`src/rtl/osc_ker_clk_req_ctrl.sv`:
```
// Oscillator kernel-clock request controller.
// Merges peripheral/software requests, starts the oscillator and grants acks.
module osc_ker_clk_req_ctrl #(
    parameter int REQ_NUM   = 8,
    parameter int TIMEOUT   = 255,
    parameter int OFF_DELAY = 4
) (
    input  logic               i_clk,
    input  logic               rst_n,
    input  logic [REQ_NUM-1:0] per_ker_clk_req,
    input  logic               sw_osc_on,
    input  logic               osc_rdy,
    input  logic               err_clr,
    output logic               osc_en,
    output logic [REQ_NUM-1:0] per_ker_clk_ack,
    output logic [1:0]         osc_state,
    output logic               timeout_err
);

    localparam int CW_TO = $clog2(TIMEOUT + 1);
    localparam int CW_OD = $clog2(OFF_DELAY + 1);
    localparam int CW_M  = (CW_TO > CW_OD) ? CW_TO : CW_OD;
    localparam int CW    = (CW_M > 1) ? CW_M : 1;

    localparam logic [CW-1:0] TO_LAST = CW'(TIMEOUT - 1);
    localparam logic [CW-1:0] HOLD_LD =
        CW'((OFF_DELAY > 0) ? OFF_DELAY - 1 : 0);

    typedef enum logic [1:0] {
        S_OFF  = 2'd0,
        S_WAIT = 2'd1,
        S_ON   = 2'd2,
        S_HOLD = 2'd3
    } state_t;

    state_t        state_q, state_d;
    logic [CW-1:0] cnt_q, cnt_d;
    logic          err_q, err_d;
    logic          to_hit;
    logic          any_req;

    assign any_req = (|per_ker_clk_req) | sw_osc_on;

    // State, shared WAIT/HOLD counter and sticky error register
    always_ff @(posedge i_clk or negedge rst_n) begin
        if (!rst_n) begin
            state_q <= S_OFF;
            cnt_q   <= '0;
            err_q   <= 1'b0;
        end else begin
            state_q <= state_d;
            cnt_q   <= cnt_d;
            err_q   <= err_d;
        end
    end

    // Next-state and counter decode; a fresh timeout beats err_clr
    always_comb begin
        state_d = state_q;
        cnt_d   = cnt_q;
        to_hit  = 1'b0;
        unique case (state_q)
            S_OFF: begin
                if (any_req) begin
                    state_d = S_WAIT;
                    cnt_d   = '0;
                end
            end
            S_WAIT: begin
                if (osc_rdy) begin
                    state_d = S_ON;
                end else if (!any_req) begin
                    state_d = S_OFF;
                    cnt_d   = '0;
                end else if (cnt_q == TO_LAST) begin
                    state_d = S_OFF;
                    cnt_d   = '0;
                    to_hit  = 1'b1;
                end else begin
                    cnt_d = cnt_q + 1'b1;
                end
            end
            S_ON: begin
                if (!osc_rdy) begin
                    state_d = S_WAIT;
                    cnt_d   = '0;
                end else if (!any_req) begin
                    if (OFF_DELAY == 0) begin
                        state_d = S_OFF;
                        cnt_d   = '0;
                    end else begin
                        state_d = S_HOLD;
                        cnt_d   = HOLD_LD;
                    end
                end
            end
            S_HOLD: begin
                if (any_req) begin
                    if (osc_rdy) begin
                        state_d = S_ON;
                    end else begin
                        state_d = S_WAIT;
                        cnt_d   = '0;
                    end
                end else if (cnt_q == '0) begin
                    state_d = S_OFF;
                end else begin
                    cnt_d = cnt_q - 1'b1;
                end
            end
        endcase
        err_d = to_hit | (err_q & ~err_clr);
    end

    // Enable comes from the state register only; acks pass through in ON
    always_comb begin
        osc_en          = (state_q != S_OFF);
        osc_state       = state_q;
        timeout_err     = err_q;
        per_ker_clk_ack = '0;
        if (state_q == S_ON && osc_rdy) begin
            per_ker_clk_ack = per_ker_clk_req;
        end
    end

endmodule

```
`config.mk`:
```
export PLATFORM = sky130hd
export DESIGN_NAME = osc_ker_clk_req_ctrl
export DESIGN_NICKNAME = d
export VERILOG_FILES = /design/src/rtl/osc_ker_clk_req_ctrl.sv
export SDC_FILE = /design/constraint.sdc
export NUM_CORES = 1
export LEC_CHECK = 0
export CORE_MARGIN = 10
export CORE_UTILIZATION = 48
export DETAILED_ROUTE_END_ITERATION = 10
export PLACE_DENSITY = 0.77
export SLEW_MARGIN = 40
export SYNTH_ARGS = -nofsm -noshare
export SYNTH_HDL_FRONTEND = slang
export SYNTH_SLANG_ARGS = --single-unit
```
`constraint.sdc`:
```
create_clock -name i_clk -period 5.8 [get_ports i_clk]
set_clock_uncertainty 0.15 [all_clocks]
set_input_delay 1.74 -clock i_clk [delete_from_list [all_inputs] [get_ports i_clk]]
set_output_delay 1.74 -clock i_clk [all_outputs]
set_load 0.01 [all_outputs]
```
# ---- Word level (Yosys, flattened, before mapping)
# Index checks and enable logic that the tools add are counted.
dict set report totals {
  reg_bits 11
  elab_cells 52
}
dict set report op_classes {
  n_reduce_logical 7
  add_sub_neg 2
  bitwise_logic 4
  muxes 25
  n_eq_ne 11
}
# op count
set ops {}
lappend ops {{8-bit 2-to-1 mux} 10}
lappend ops {{8-bit case mux with 4 select lines} 1}
lappend ops {{2-bit 2-to-1 mux} 9}
lappend ops {{3-bit != test (second input constant)} 4}
lappend ops {{8-bit by 1-bit adder with 8-bit output (second input constant)} 1}
lappend ops {{8-bit equality test (second input constant)} 1}
lappend ops {{8-bit logical NOT} 1}
lappend ops {{2-bit case mux with 4 select lines} 1}
lappend ops {{8-bit OR reduction} 1}
lappend ops {{8-bit by 1-bit subtractor with 8-bit output (second input constant)} 1}
lappend ops {{5-bit AND reduction} 1}
lappend ops {{2-bit equality test (second input constant)} 2}
lappend ops {{1-bit 2-to-1 mux} 4}
lappend ops {{2-bit != test (second input constant)} 2}
lappend ops {{4-bit != test (second input constant)} 1}
lappend ops {{4-bit AND reduction} 1}
lappend ops {{2-bit by 1-bit equality test with 1-bit output (second input constant)} 1}
lappend ops {{2-bit logical NOT} 1}
lappend ops {{1-bit bitwise OR} 2}
lappend ops {{2-bit nonzero test} 1}
lappend ops {{1-bit bitwise AND} 1}
lappend ops {{1-bit logical AND} 1}
lappend ops {{1-bit inverter} 1}

# ---- Logic depth before layout (Yosys ltp)
dict set report logic_depth {
  ltp_word 6
  ltp_mapped 8
  mapped_depth_nobuf 7
}

# ---- Least setup slack after synthesis
# No wires, ideal clock.
dict set report synth_timing {
  kind {input port to output port}
  startpoint {input port osc_rdy}
  endpoint {output port per_ker_clk_ack[5]}
  path_slack_ps 1610
  arrival_time_ps 2300
  n_path_buf 0
  cell_stages 3
  path_cell_list {nand2_1 > nor2_1 > and2_2}
}
dict set report synth_via {
  elab_chain_cells 2
}
# item line_no
set synth_lines {}
lappend synth_lines {{start, declared} 12} ;# input logic osc_rdy,
lappend synth_lines {{1-bit logical AND} 121} ;# if (state_q == S_ON && osc_rdy) begin
lappend synth_lines {{8-bit 2-to-1 mux} 121}
lappend synth_lines {{end, declared} 15} ;# output logic [REQ_NUM-1:0] per_ker_clk_ack,
# No other way between the ends.

# ---- Final worst setup path
# Same ends and word-level chain as after synthesis.

==> results by group <==
Synthesis
  – Post-Syn Instances: 142
  – Avg Cell Area, Syn: 7.75 sq um
  – Synthesized flop and latch total: 11
  – Most used DFF post-synth: dfrtp_1
  – Syn nets: roughly 160
  – Number of flops mapped to enable cells by yosys: 0
  – Synth Cell Area: between 1000 and 1500 sq um
  – Post-synth ARST share: between 90% and 100%
  – Sequential share of the synthesized area: around a quarter
  – Synth unique cells: 41
  – Ys Warns: 0

Placement
  – Post-DP HPWL: 2.51 mm
  – # port buffers: 24
  – Global placement routability congestion: around 0.99
  – DP Cell Count: 189
  – Pre-CTS setup slack: ~350 ps

Drt
  – First drt pass iteration count: 7
  – Post-Route WL: between 3 and 4 mm
  – Vias per cell: 6.63
  – DR iter-0 viols: about 140
  – Wire length per cell: ~17 um
  – Vias: ~1.3k
  – Drt drc: 0
  – Antenna viol nets, final: 0

Power
  – Leak: approximately 0.0005 uW
  – Total Power: 422 uW
  – PwrDens: between 300 and 400 nW/um^2
  – Max VDD drop: 0.000205 V

CTS
  – CTS tree: built
  – Clk_lat worst skew: 280 ps
  – Clk slew on worst S/H paths: ~80 ps
  – CTS buffer count: 3
  – CTS H-Tree Depth: 1
  – Hold_buf cts: 0
  – Postcts setup bufs: 0
  – Root Buffer: clkbuf_4
  – Clk sinks: 11
  – Cts repair resizes: 0
  – Clock Tree Buf Depth: 2

Floorplanning
  – Boundary Pins: 25
  – Die Y: about 68 um
  – Die ar.: around 4600 sq um
  – Initial core utilization: 50.3%
  – Core area: 2190 sq um
  – Die width: roughly 68 um
  – Row cnt: 17

GRT
  – Number of global-route vias before repair: about 1.1k
  – Gr usage total: approximately 14%
  – Largest net degree at the start of global routing: 14
  – Total gr overflow: 0
  – Number of antenna violations at the first check in global routing: 0
  – First-pass GRT wire length: 5.26 mm

Min path
  – Worst min-delay path class: flop to flop

Setup path
  – CP Max Fanout: 10
  – Crit end category: primary output
  – CP required: between 3000 and 4000 ps
  – Launching element type of the critical path: input port
  – Kind of critical path: input port to primary output
  – Crit path DAT: 3580 ps

Job
  – Max Cap Viol: 0

Layout
  – Non-Filler Instances: 193
  – Area delta synth->final: 24.3%
  – Share of cells above drive strength 1: 7.88%
  – Filler instances: approximately 200
  – Nets: roughly 180
  – ANT cells: 0

Timing
  – Setup TNS: 0 ps
  – RSZ-0062 raised after global routing: no
  – Final setup viols: 0
  – Final min period: approximately 5500 ps
  – Max Fclk: between 150 and 200 MHz
  – Slew Limit Fails: 0
  – Period utilisation layout: roughly 94%
  – PnR worst setup slack: around 330 ps
  – Slew headroom: approximately three fifths
  – Worst-Margin Slew: about 600 ps
  – Final hold violation count: 0

Status
  – Status: complete, no violations
## flip-flops by register name (all words and copies together) (netlist names)
signal       count
osc_state        2
cnt_q            8
timeout_err      1
## cell usage in the layout (no fill, tap or decap), types with 5 or more instances in the layout
| master | instances |
|---|---|
| clkdlybuf4s50_1 | 24 |
| nand2_1 | 11 |
| nor2_1 | 11 |
| dfrtp_1 | 11 |
| inv_1 | 10 |
| o21ai_0 | 10 |
| and2_1 | 9 |
| nor3_1 | 8 |
| nor4_1 | 7 |
| nand3_1 | 5 |
| o22ai_1 | 5 |
## per-layer routing
| metal | track usage [%] | share of wire, % |
|---|---|---|
| met1 | 18.5 | 41 |
| met5 | 0 | 0 |
| met2 | 22.1 | 46 |
| met4 | 6.28 | 1.9 |
| met3 | 4.24 | 11 |
## synth_stat cells, types with 2 or more instances
cell / n / area share [%]
nand3_1: 5 / 2.3
nand4_1: 2 / 1.1
or2_2: 2 / 1.1
a31oi_1: 4 / 2.3
and4_1: 2 / 1.6
or3_1: 2 / 1.1
o21ai_0: 10 / 4.5
and2_1: 9 / 5.1
dfrtp_1: 11 / 25
o31ai_1: 2 / 1.4
ha_1: 4 / 4.5
buf_6: 2 / 2.0
a21oi_1: 4 / 1.8
nand2_1: 11 / 3.8
and3_1: 2 / 1.1
nor4_1: 7 / 4.0
nor2_1: 11 / 3.8
a211oi_1: 3 / 2.0
o32ai_1: 2 / 1.6
nor3_1: 8 / 3.6
a22oi_1: 3 / 2.0
o22ai_1: 5 / 2.8
inv_1: 10 / 3.4
clkbuf_1: 3 / 1.0
a311oi_1: 2 / 1.6
## per-stage QoR
step / area [sq um] / hold slack, ps / utilization [%]
2_1_floorplan: 1100 / 374 / -
3_3_place_gp: 1340 / 377 / 61.3
3_5_place_dp: 1340 / 389 / 61.3
4_1_cts: 1370 / 398 / 62.5
5_1_grt: 1370 / 440 / 62.5
6_report: 1370 / 394 / 62.5
## layout make-up
cell class | count | area, sq um | area share [%]
sequential | 11 | 275 | 20.1
timing repair buffer | 24 | 240 | 17.6
tap | 28 | 35.0 | 2.56
multi-input combinational | 116 | 754 | 55.1
inverter | 10 | 37.5 | 2.74
clock buffer | 4 | 26.3 | 1.92
## worst max-delay path, cell delays in order
cell	delay [ps]
clkdlybuf4s50_1	580
nand2_1	120
nor2_1	390
and2_2	220
clkdlybuf4s50_1	530
## cells by family (layout without fill, tap and decap cells)
| kind of cell | after synthesis | in the layout | share of synthesized area [%] |
|---|---|---|---|
| adders and majority gates | 4 | 4 | 4.55 |
| buffers and inverters | 15 | 38 | 6.48 |
| and+or+nand+nor | 68 | 68 | 35.0 |
| xor gates and xnor gates | 1 | 1 | 0.796 |
| AOI/OAI and AO/OA | 43 | 43 | 28.2 |
| DFF | 11 | 11 | 25.0 |
## worst paths after layout
check	start	end	slack [ps]	depth (start not counted)
min reg2reg	timeout_err	timeout_err	390	2
max	osc_rdy	per_ker_clk_ack[5]	330	5
max reg2reg	cnt_q[2]	cnt_q[3]	3570	5
max in group asynchronous	rst_n	osc_state[1]	3500	1
min	timeout_err	timeout_err	390	2
min in group asynchronous	rst_n	cnt_q[6]	1650	1
## power by group
| group | internal (uW) | leakage [uW] | total (uW) | switching (uW) |
|---|---|---|---|---|
| clock network | 26.7 | 0.0000150 | 57.5 | 30.9 |
| registers | 87.8 | 0.000149 | 108 | 20.6 |
| logic | 103 | 0.000334 | 256 | 154 |
Note: power is estimated with default switching activity, not from simulation.
